$ cat config.mk
export PLATFORM = sky130hd
export DESIGN_NAME = cr16_fib_gen
export DESIGN_NICKNAME = d
export VERILOG_FILES = /design/src/rtl/cr16_fib_gen.sv
export SDC_FILE = /design/constraint.sdc
export NUM_CORES = 1
export LEC_CHECK = 0
export BUFFER_PORTS_ARGS = -buffer_cell sky130_fd_sc_hd__buf_2
export CAP_MARGIN = 30
export CORE_MARGIN = 8
export CORE_UTILIZATION = 45
export DETAILED_ROUTE_END_ITERATION = 6
export GPL_TIMING_DRIVEN = 0
export HOLD_SLACK_MARGIN = 0.12
export SETUP_SLACK_MARGIN = 0.2
export SKIP_CTS_REPAIR_TIMING = 1
export SYNTH_ARGS = -nofsm -noshare
export SYNTH_HDL_FRONTEND = slang
export SYNTH_SLANG_ARGS = --single-unit
$ cat constraint.sdc
create_clock -name clk -period 3.04 [get_ports clk]
set_input_delay 0.152 -clock clk [delete_from_list [all_inputs] [get_ports clk]]
set_output_delay 0.152 -clock clk [all_outputs]
set_load 0.01 [all_outputs]
$ cat src/rtl/cr16_fib_gen.sv
// Fibonacci expectation generator: holds the pair (e_i, e_i+1), wraps at DATA_WIDTH.
module cr16_fib_gen #(
    parameter int DATA_WIDTH = 16
) (
    input  logic                  clk,
    input  logic                  rst_n,
    input  logic                  load,
    input  logic                  step,
    output logic [DATA_WIDTH-1:0] e
);

    logic [DATA_WIDTH-1:0] cur;
    logic [DATA_WIDTH-1:0] nxt;

    // Reload to (1,1) on reset/load, otherwise advance one term per step.
    always_ff @(posedge clk or negedge rst_n) begin
        if (!rst_n) begin
            cur <= DATA_WIDTH'(1);
            nxt <= DATA_WIDTH'(1);
        end else if (load) begin
            cur <= DATA_WIDTH'(1);
            nxt <= DATA_WIDTH'(1);
        end else if (step) begin
            cur <= nxt;
            nxt <= cur + nxt;
        end
    end

    assign e = cur;

endmodule

; ---- After elaboration in Yosys (flattened, before gate mapping)
; Index checks and enable logic that the tools add are counted.
[word_totals]
register_bits = 32
in_bits = 4
out_inout_bits = 16
[classes]
n_addsub = 1
mux = 4
n_reduce_logical = 1
[op_table]
columns = op, n
row1 = 16-bit two-way mux, 4
row2 = 16-bit adder, 1
row3 = 2-bit nonzero test, 1

; ---- Longest topological paths before layout
[logic_depth]
depth_word = 3
mapped_depth = 9
ltp_nobuf = 9

; ---- Worst setup path before layout
; Ideal clock, no wire load.
[synth_path]
kind = flip-flop to flip-flop
start = register cur[0], in the netlist e[0]
end = register nxt[10]
arrival_time_ns = 2.173
required_ns = 2.918
path_slack_ns = 0.746
path_stages_with_launch = 10
synth_period_minus_slack_ns = 2.294
path_cell_list = dfstp_2 -> ha_1 -> inv_1 -> fa_1 -> nor2b_1 -> o21a_1 -> o211ai_1 -> a311oi_1 -> o21ai_0 -> a32o_1
[synth_between]
elab_chain_cells = 3
[synth_rtl]
columns = element, line_no
row1 = from (decl), 12  ; logic [DATA_WIDTH-1:0] cur;
row2 = from (signal assigned), 24  ; cur <= nxt;
row3 = 16-bit adder, 25  ; nxt <= cur + nxt;
row4 = 16-bit two-way mux, 23  ; end else if (step) begin
row5 = 16-bit two-way mux, 20  ; end else if (load) begin
row6 = to (signal assigned), 25
row7 = to (decl), 13  ; logic [DATA_WIDTH-1:0] nxt;
; No other way between the ends. The select of a mux whose other input is x is not followed.
; A chain may end at the register's enable or synchronous reset.

; ---- Worst setup path in the final report
; Ends and elaborated chain as after synthesis.

==> metrics <==
Largest delay share family, worst path=compound AO/OA/AOI/OAI gates; gp weighted congestion=roughly 0.84; most common cell after layout, fill and taps aside=nor2_1; slew at the pin with the worst max-slew slack=approximately 710 ps; first-pass iteration count of the detailed router=4; YS warnings=0; global-route wire length before repair=about 8.0 mm; setup_tns=0 ps; crit path capture=nxt[10]$_DFFE_PN0P_; Buf/Inv on CP=1; most frequent cells in the layout=nor2_1 (31), dfrtp_1 (30), buf_2 (20); Via density=5.588; worst vdd ir=between 0.0002 and 0.00025 V; Sink Count=32; CP peak stage delay=about 540 ps; Die H=approximately 83 microns; CP Launch Type=register; reg2reg end=nxt[10]$_DFFE_PN0P_; Sequential cell area=803.3 sq um; post-synthesis compound-gate area fraction=0.1748; ANT cells=0; Relative slew margins=0.5293; largest net degree at the start of global routing=33; Clock Latency Late Sink=between 200 and 300 ps; Die ar.=6963 sq um; Design Area, Final=around 2300 sq um; Total Wirelength=roughly 4.6 mm; #FFs+latches synth=32; Pwr Density=396.6 nW/um^2; area of the multi-input gates=1192 sq um; routed vias=about 1,600; Layout Skew=5.181 ps; Crit Path Class=reg -> reg; Clock Root Buffer=clkbuf_8; synthesized area=between 2000 and 2500 sq um; row count=24; total gr overflow=0; status=complete, no violations; Final ANT Viol Nets=0; Post-DP Area=approximately 2200 sq um; crit path max-delay cell type=dfstp_2; Synth cell types=50; initial antenna violation count=0; crit-path max FO=3; Syn Inst Count=212; RSZ-0062 raised after global routing=false; ys async rst share=1.000; Final HPWL DP=between 3 and 4 mm; Die Wd=around 83 microns; post-synthesis mux area share=0.09841; max-cap viol count=0; EDFF count, synth=0; Area Overhead vs Synth=12.96%; final worst-path cycle share=0.8277; Critical Path Stages=9; htree depth=2; total track usage=0.1383; Reg2Reg Depth=9; Clk pin slew, worst setup/hold paths=70 ps; fin nets=between 200 and 300; Worst Hold Class=in -> reg; post-synthesis area per instance=about 9.7 sq um; R2R Setup Slk=approximately 520 ps; Iter 0 DRT Violations=83; critical path arrival=2700 ps; Max Root-Sink Buffers=2; fin. max-slew vios=0; final setup fails=0; worst path cell trace=ha_1 > inv_1 > fa_1 > nor2b_1 > o21a_1 > o211ai_1 > a311oi_1 > o21ai_0 > a32o_1; CP startpoint=e[0]$_DFFE_PN1P_; post-route minimum period=about 2500 ps; Seq/Total Area, Yosys=0.3924; Final Hold Viols=0; vias in the first global route=roughly 1,700; Simple-Gate Fraction of Synth Area=0.1736; WP data required=around 3200 ps; Synth Area in Adders=0.1015; Num CTS Buffers=5; port bufs=18; FF-to-FF Start=e[0]$_DFFE_PN1P_; CP Capture Type=register; P_leak=roughly 1.2 nW; Initial Util=0.4669; Max Clk Rate=397.4 MHz; syn nets=roughly 230; TritonCTS clock tree=built; Core Region=between 4000 and 5000 sq um; share of layout cells above drive strength 1=0.1339; Synth Area in XOR/XNOR=0.03423; residual DRC count=0; largest family of logic cells by synthesized area=compound AO/OA/AOI/OAI gates; Post-synth top flop=dfrtp_1; routed wire length per instance=around 16 microns; IO Count=20; Fill cells=about 430; worst hold start=step
[worst register-to-register path: cells and delay by family (launching register included)]
family / cells / cell delay (ps)
AOI/OAI and AO/OA: 5 / 1050
adders and majority gates: 2 / 620
DFF: 1 / 540
and+or+nand+nor: 1 / 130
buffers and inverters: 1 / 70
[per-layer routing]
layer,global-route usage,vias up,share of wire
li1,-,829,-
met1,0.1717,761,0.49
met2,0.2178,29,0.44
met3,0.03809,7,0.052
met4,0.06122,0,0.018
met5,0,-,0
[logic make-up (layout without fill, tap and decap cells)]
group                      Yosys count  after routing
buffers and inverters               13             40
and+or+nand+nor                     72             72
muxes                               20             20
AOI/OAI and AO/OA                   51             51
DFF                                 32             32
xor gates and xnor gates             8              8
adders and majority gates           16             16
[stage by stage]
stage          total power (W)  utilization  instances  worst slack (ps)  hold WS, ps
2_1_floorplan        0.0005274            -        212             745.5       -143.6
3_3_place_gp         0.0005609       0.5023        282             507.2        253.6
3_5_place_dp         0.0005629       0.5023        282             499.5        244.4
4_1_cts              0.0009294       0.5251        290             488.2       -68.44
5_1_grt              0.0009579       0.5274        291             362.2        280.7
6_report             0.0009169       0.5274        291             523.7        268.4
[report_power, final]
part | switching, W | internal [W]
clock network | 0.000157 | 0.000206
logic | 0.0000637 | 0.0000429
registers | 0.00000876 | 0.000438
[final cells by class]
type	count	area share
Clock buffer	8	0.04329
Timing Repair Buffer	19	0.04329
Multi-Input combinational cell	167	0.5157
Tap cell	52	0.02814
Buffer	8	0.01407
Sequential cell	32	0.3474
Inverter	5	0.008117
[registers in the layout, summed over array words and instances, names as in the netlist]
name	count
e	16
nxt	16
[cells in the mapped netlist (all sizes together), types with 4 or more instances]
| library cell | count | share of area |
|---|---|---|
| nor2 | 31 | 0.057 |
| dfrtp | 30 | 0.37 |
| mux2i | 19 | 0.093 |
| ha | 15 | 0.092 |
| a21oi | 12 | 0.031 |
| o21ai | 10 | 0.024 |
| nand2 | 9 | 0.017 |
| nor2b | 7 | 0.021 |
| xnor2 | 6 | 0.026 |
| buf | 5 | 0.010 |
| inv | 5 | 0.0092 |
| nand3 | 5 | 0.012 |
| a21o | 4 | 0.015 |
[worst min-delay path by stage]
stage	end	slack [ps]	depth (start not counted)
floorplan	e[10]$_DFFE_PN0P_	-140	0
detailed placement	e[5]$_DFFE_PN0P_	240	1
global placement	e[5]$_DFFE_PN0P_	250	1
finish	e[0]$_DFFE_PN1P_	270	3
CTS	e[5]$_DFFE_PN0P_	-70	1
global route	e[0]$_DFFE_PN1P_	280	3
(Power assumes the default switching activity.)
